[config.mk]
export PLATFORM = sky130hd
export DESIGN_NAME = mul_pipe_hs
export DESIGN_NICKNAME = d
export VERILOG_FILES = /design/src/rtl/mul_pipe_hs.sv
export SDC_FILE = /design/constraint.sdc
export NUM_CORES = 1
export LEC_CHECK = 0
export ABC_AREA = 1
export CAP_MARGIN = 20
export CORE_ASPECT_RATIO = 0.6
export CORE_MARGIN = 3
export CORE_UTILIZATION = 25
export CTS_CLUSTER_DIAMETER = 200
export DETAILED_ROUTE_END_ITERATION = 7
export PLACE_DENSITY_LB_ADDON = 0.12
export SLEW_MARGIN = 10
export SYNTH_ARGS = -nofsm -noshare
export SYNTH_HDL_FRONTEND = slang
export SYNTH_SLANG_ARGS = --single-unit
[constraint.sdc]
create_clock -name clk -period 11.7 [get_ports clk]
set_input_delay 2.34 -clock clk [delete_from_list [all_inputs] [get_ports clk]]
set_output_delay 2.34 -clock clk [all_outputs]
set_load 0.02 [all_outputs]
[src/rtl/mul_pipe_hs.sv]
// mul_pipe_hs: pipelined multiplier with a valid/ready handshake.
// S1 registers the operands, S2 the full-width product, S3..S(N-1) delay it,
// and SN holds the shifted, narrowed result with its overflow flag.
// Every stage advances together, so a stalled output holds the whole pipe.
module mul_pipe_hs #(
  parameter int A_WIDTH   = 25,
  parameter int B_WIDTH   = 6,
  parameter int P_WIDTH   = 25,
  parameter int A_SIGNED  = 1,
  parameter int B_SIGNED  = 0,
  parameter int NUM_STAGE = 4,
  parameter int SHIFT     = 0,
  parameter int SAT       = 0
) (
  input  logic               clk,
  input  logic               reset,
  input  logic               in_valid,
  output logic               in_ready,
  input  logic [A_WIDTH-1:0] a,
  input  logic [B_WIDTH-1:0] b,
  output logic               out_valid,
  input  logic               out_ready,
  output logic [P_WIDTH-1:0] p,
  output logic               ovf
);

  // Full product width: one extra bit so that unsigned x unsigned and
  // mixed-sign products are always exact as a signed value.
  localparam int PW   = A_WIDTH + B_WIDTH + 1;
  // Product-carrying stages S2..S(N-1).
  localparam int NDLY = NUM_STAGE - 2;
  // Working width for the range check: wide enough for both q and p plus a sign bit.
  localparam int QW   = (PW > P_WIDTH + 1) ? PW : P_WIDTH + 1;
  localparam bit RES_SIGNED = (A_SIGNED != 0) || (B_SIGNED != 0);

  if (NUM_STAGE < 3 || NUM_STAGE > 8) begin : g_bad_num_stage
    $error("mul_pipe_hs: NUM_STAGE must be in 3..8");
  end
  if (SHIFT < 0 || SHIFT > A_WIDTH + B_WIDTH - 1) begin : g_bad_shift
    $error("mul_pipe_hs: SHIFT must be in 0..A_WIDTH+B_WIDTH-1");
  end
  if (A_WIDTH < 1 || B_WIDTH < 1 || P_WIDTH < 2) begin : g_bad_width
    $error("mul_pipe_hs: A_WIDTH and B_WIDTH must be >= 1, P_WIDTH >= 2");
  end
  if (A_SIGNED < 0 || A_SIGNED > 1 || B_SIGNED < 0 || B_SIGNED > 1 || SAT < 0 || SAT > 1) begin : g_bad_flag
    $error("mul_pipe_hs: A_SIGNED, B_SIGNED and SAT must be 0 or 1");
  end

  logic [NUM_STAGE:1]       v_q;
  logic [A_WIDTH-1:0]       a_q;
  logic [B_WIDTH-1:0]       b_q;
  logic signed [PW-1:0]     pipe_q [NDLY];
  logic [P_WIDTH-1:0]       p_q;
  logic                     ovf_q;

  logic                     adv;
  logic                     acc;
  logic signed [PW-1:0]     a_ext;
  logic signed [PW-1:0]     b_ext;
  logic signed [PW-1:0]     prod_d;
  logic signed [PW-1:0]     q;
  logic signed [QW-1:0]     q_ext;
  logic signed [QW-1:0]     hi_s;
  logic signed [QW-1:0]     hi_u;
  logic                     fits;
  logic [P_WIDTH-1:0]       bound;
  logic [P_WIDTH-1:0]       p_d;
  logic                     ovf_d;

  assign adv       = !v_q[NUM_STAGE] || out_ready;
  assign acc       = in_valid && adv;
  assign in_ready  = adv;
  assign out_valid = v_q[NUM_STAGE];
  assign p         = p_q;
  assign ovf       = ovf_q;

  // Operand extension and the full-precision product feeding S2.
  always_comb begin
    a_ext = (A_SIGNED != 0) ? {{(PW-A_WIDTH){a_q[A_WIDTH-1]}}, a_q}
                            : {{(PW-A_WIDTH){1'b0}}, a_q};
    b_ext = (B_SIGNED != 0) ? {{(PW-B_WIDTH){b_q[B_WIDTH-1]}}, b_q}
                            : {{(PW-B_WIDTH){1'b0}}, b_q};
    prod_d = a_ext * b_ext;
  end

  // Floor shift of the last delayed product, then range check and narrowing.
  always_comb begin
    q     = pipe_q[NDLY-1] >>> SHIFT;
    q_ext = QW'(q);
    hi_s  = q_ext >>> (P_WIDTH - 1);
    hi_u  = q_ext >>> P_WIDTH;
    fits  = 1'b0;
    bound = '0;
    if (RES_SIGNED) begin
      fits  = (hi_s == '0) || (hi_s == '1);
      bound = q_ext[QW-1] ? {1'b1, {(P_WIDTH-1){1'b0}}}
                          : {1'b0, {(P_WIDTH-1){1'b1}}};
    end else begin
      fits  = (hi_u == '0);
      bound = q_ext[QW-1] ? '0 : '1;
    end
    ovf_d = !fits;
    p_d   = (fits || SAT == 0) ? q_ext[P_WIDTH-1:0] : bound;
  end

  // Globally stalled pipeline; data registers load only behind a valid bit
  // so bubbles never disturb the held result.
  always_ff @(posedge clk or posedge reset) begin
    if (reset) begin
      v_q   <= '0;
      a_q   <= '0;
      b_q   <= '0;
      for (int i = 0; i < NDLY; i++) pipe_q[i] <= '0;
      p_q   <= '0;
      ovf_q <= 1'b0;
    end else if (adv) begin
      v_q <= {v_q[NUM_STAGE-1:1], acc};
      if (acc) begin
        a_q <= a;
        b_q <= b;
      end
      if (v_q[1]) pipe_q[0] <= prod_d;
      for (int i = 1; i < NDLY; i++) begin
        if (v_q[i+1]) pipe_q[i] <= pipe_q[i-1];
      end
      if (v_q[NUM_STAGE-1]) begin
        p_q   <= p_d;
        ovf_q <= ovf_d;
      end
    end
  end

endmodule

==> flow_metrics.py <==
metrics = {
    "synth": {
        "ys_warn_count": 0,
        "ys_ff_latch": 125,
        "synth-xor-area-share_pct": 0.9577,
        "yosysTopAreaCell": "dfrtp_1",
        "synth_cells": 1430,
        "syn_avg_cell_area_sq_um": 7.674,
        "synth_top_area_share_pct": 28.50,
        "synth-edff-count": 0,
        "synthAdderAreaFrac_pct": 26.09,
        "syn-num-nets": 1632,
        "synthTopCellsByArea": "dfrtp_1 (29%), fa_1 (19%), nand2_1 (15%), inv_1 (13%), ha_1 (7.3%)",
        "muxShareOfSynthArea_pct": 3.899,
        "synth_top_family_by_area": "adder cells",
        "synth_compound_area_share_pct": 4.036,
        "yosys.cell_types.count": 33,
        "syn_area_sq_mm": 0.01097,
        "synthArstFlopShare_pct": 100.0,
        "synth_simple_gate_area_share_pct": 21.92,
        "synth_flop_cell": "dfrtp_1",
        "yosysSeqAreaShare_pct": 28.50,
    },
    "routing": {
        "drc": 0,
        "vias_per_cell": 4.059,
        "routedWlPerCell_um": 13.53,
        "dr.pass1.iters": 5,
        "num_vias": 8382,
        "finalWirelength_mm": 27.95,
        "antenna_left": 0,
        "drt_first_iter_violations": 475,
    },
    "critical_path": {
        "crit_required_ns": 9.36,
        "rr_worst_depth": 19,
        "cp-end-kind": "primary output",
        "ff2ff_setup_slack_ns": 6.97,
        "crit_slowest_cell": "clkdlybuf4s50_1",
        "startpoint": "out_ready",
        "max_stage_delay_ns": 0.61,
        "r2r-end": "pipe_q[61]",
        "reg2reg_from": "b_q[2]",
        "critPathCapture": "in_ready",
        "path_cells": "clkdlybuf4s50_1 -> nor2_4 -> inv_2 -> clkdlybuf4s50_1",
        "arrival_ns": 3.62,
        "critPathBufInv": 3,
        "crit_type": "primary input to primary output",
        "start_kind": "primary input",
        "crit_cells": 4,
        "cpMostUsedCell": "clkdlybuf4s50_1",
        "critPathMaxFanout": 6,
        "crit_family": "buffers and inverters",
    },
    "global_routing": {
        "grt_pass1_vias": 9017,
        "antenna_found_initial": 0,
        "grt_max_degree": 73,
        "grt_pass1_wl_mm": 48.26,
        "grt_use_total_pct": 13.00,
        "gr-total-overflow": 0,
    },
    "timing": {
        "tightest_slew_ns": 0.9224,
        "finalHoldViolCount": 0,
        "rsz0062_at_grt": "false",
        "period_needed_ns": 5.958,
        "finalSetupTns_ns": 0,
        "setup_slack_ns": 5.742,
        "setup_viol": 0,
        "drv_slew": 0,
        "skew_ns": 0.01323,
        "period_share_pct": 50.92,
        "slew_headroom_pct": 38.51,
        "fmax_mhz": 167.8,
    },
    "clock_network": {
        "clk_pin_slew_ns": 0.06,
        "root_buffer": "clkbuf_16",
        "cts_setup_buffers": 0,
        "clock_sinks": 125,
        "clockBufferDepth": 2,
        "tritoncts": "yes",
        "holdBufCountCts": 0,
        "htreeDepth": 4,
        "clk_latency_ns": 0.44,
        "cts_buffers": 17,
        "cts.repair.resized": 0,
    },
    "min_path": {
        "min_path_cells": 2,
        "hold_class": "flop to flop",
    },
    "die": {
        "pin_count": 63,
        "core_area_sq_mm": 0.04260,
        "chipHeight_um": 168.3,
        "rows": 58,
        "die_w_um": 276.5,
        "floorplan.initialDensity_pct": 25.76,
        "dieArea_sq_mm": 0.04653,
    },
    "final_layout": {
        "layout-drive-gt1-share_pct": 7.893,
        "num_antenna_cells": 0,
        "syn2layout_area_growth_pct": 17.36,
        "num-nets-final": 1684,
    },
    "flow_run": {
        "cap_violations": 0,
    },
    "placement": {
        "hpwlAfterDp_mm": 22.15,
        "io_buffer_count": 62,
        "preCtsSetupSlack_ns": 5.738,
        "gp_congestion": 0.8234,
    },
    "outcome": {
        "status": "complete, no violations",
    },
}
-- flip-flops by register name, summed over array words and instances, names as in the netlist --
signal,cells
ovf,1
b_q,6
pipe_q,32
a_q,25
q,32
v_q,4
p,25
-- cell type report --
| type | instances | area, sq um |
|---|---|---|
| clock buffers | 18 | 429.2 |
| inverters | 381 | 1435 |
| clock inverters | 14 | 158.9 |
| well taps | 570 | 713.2 |
| flip-flops and latches | 125 | 3128 |
| fillers | 4634 | 29720 |
| repair buffers | 71 | 763.2 |
| multi-input cells | 886 | 6252 |
-- layout by cell type, fill, tap and decap left out, types with 5 or more instances in the layout --
master	count
nand3_2	5
o21ai_1	13
nor2_1	35
xnor2_1	11
nor2_2	9
inv_1	373
o21ai_0	41
nand3_1	44
nand4_1	11
nand2_1	448
clkbuf_16	19
dfrtp_1	125
inv_2	7
mux2_2	37
nand2_2	12
a21oi_1	28
fa_1	103
clkdlybuf4s50_1	62
and2_1	6
buf_4	5
ha_1	64
-- stage by stage --
| stage | utilization (%) | cell area (sq um) | hold WS, ns | instances |
|---|---|---|---|---|
| 2_1_floorplan | - | 10970 | 0.4417 | 1430 |
| 3_3_place_gp | 28.61 | 12190 | 0.4595 | 2029 |
| 3_5_place_dp | 28.67 | 12210 | 0.4638 | 2030 |
| 4_1_cts | 30.05 | 12800 | 0.4798 | 2062 |
| 5_1_grt | 30.24 | 12880 | 0.4966 | 2065 |
| 6_report | 30.24 | 12880 | 0.4700 | 2065 |
-- synth_stat cells, types with 13 or more instances --
cell / count
nor2_1: 35
nand3_1: 44
o21ai_1: 13
inv_1: 374
fa_1: 103
clkbuf_1: 25
a21oi_1: 28
ha_1: 64
nand2_1: 449
dfrtp_1: 125
o21ai_0: 41
mux2_2: 37
-- worst reg2reg max path, cell delays in order (launching register included) --
cell	delay [ns]
dfrtp_1	0.64
buf_16	0.22
nand2_1	0.08
inv_1	0.08
fa_1	0.46
fa_1	0.51
fa_1	0.51
inv_1	0.06
fa_1	0.47
inv_1	0.04
ha_1	0.42
nand2_1	0.14
nor2_1	0.26
and2_1	0.23
and2_1	0.14
nand2_1	0.11
nand2_1	0.09
nand2_1	0.04
nand3_1	0.07
nand2_1	0.05
-- per-layer routing --
layer	wire length (um)	share of wire, %	GRT usage [%]	vias to the layer above
met1	15420	55	19.40	3993
li1	-	-	-	4288
met3	799	2.9	2.453	20
met5	0	0	0	-
met2	11470	41	19.51	81
met4	253	0.91	2.591	0
-- logic make-up after synthesis --
| logic type | after synthesis |
|---|---|
| flops | 125 |
| compound gates | 86 |
| xor+xnor | 12 |
| buf+inv | 419 |
| simple gates | 583 |
| fa+ha+maj | 167 |
| mux | 38 |
-- worst min-delay path by stage --
stage,slack (ns),to,start
after floorplan,0.44,v_q[4],v_q[3]
after global placement,0.46,p[1],p[1]
after detailed placement,0.46,p[0],p[0]
after CTS,0.48,p[0],p[0]
after global routing,0.50,pipe_q[58],pipe_q[58]
final,0.47,p[5],p[5]
Power is left out: the tool's default activity adds up to more than one toggle a clock period on the data nets, which glitch-free logic cannot reach.
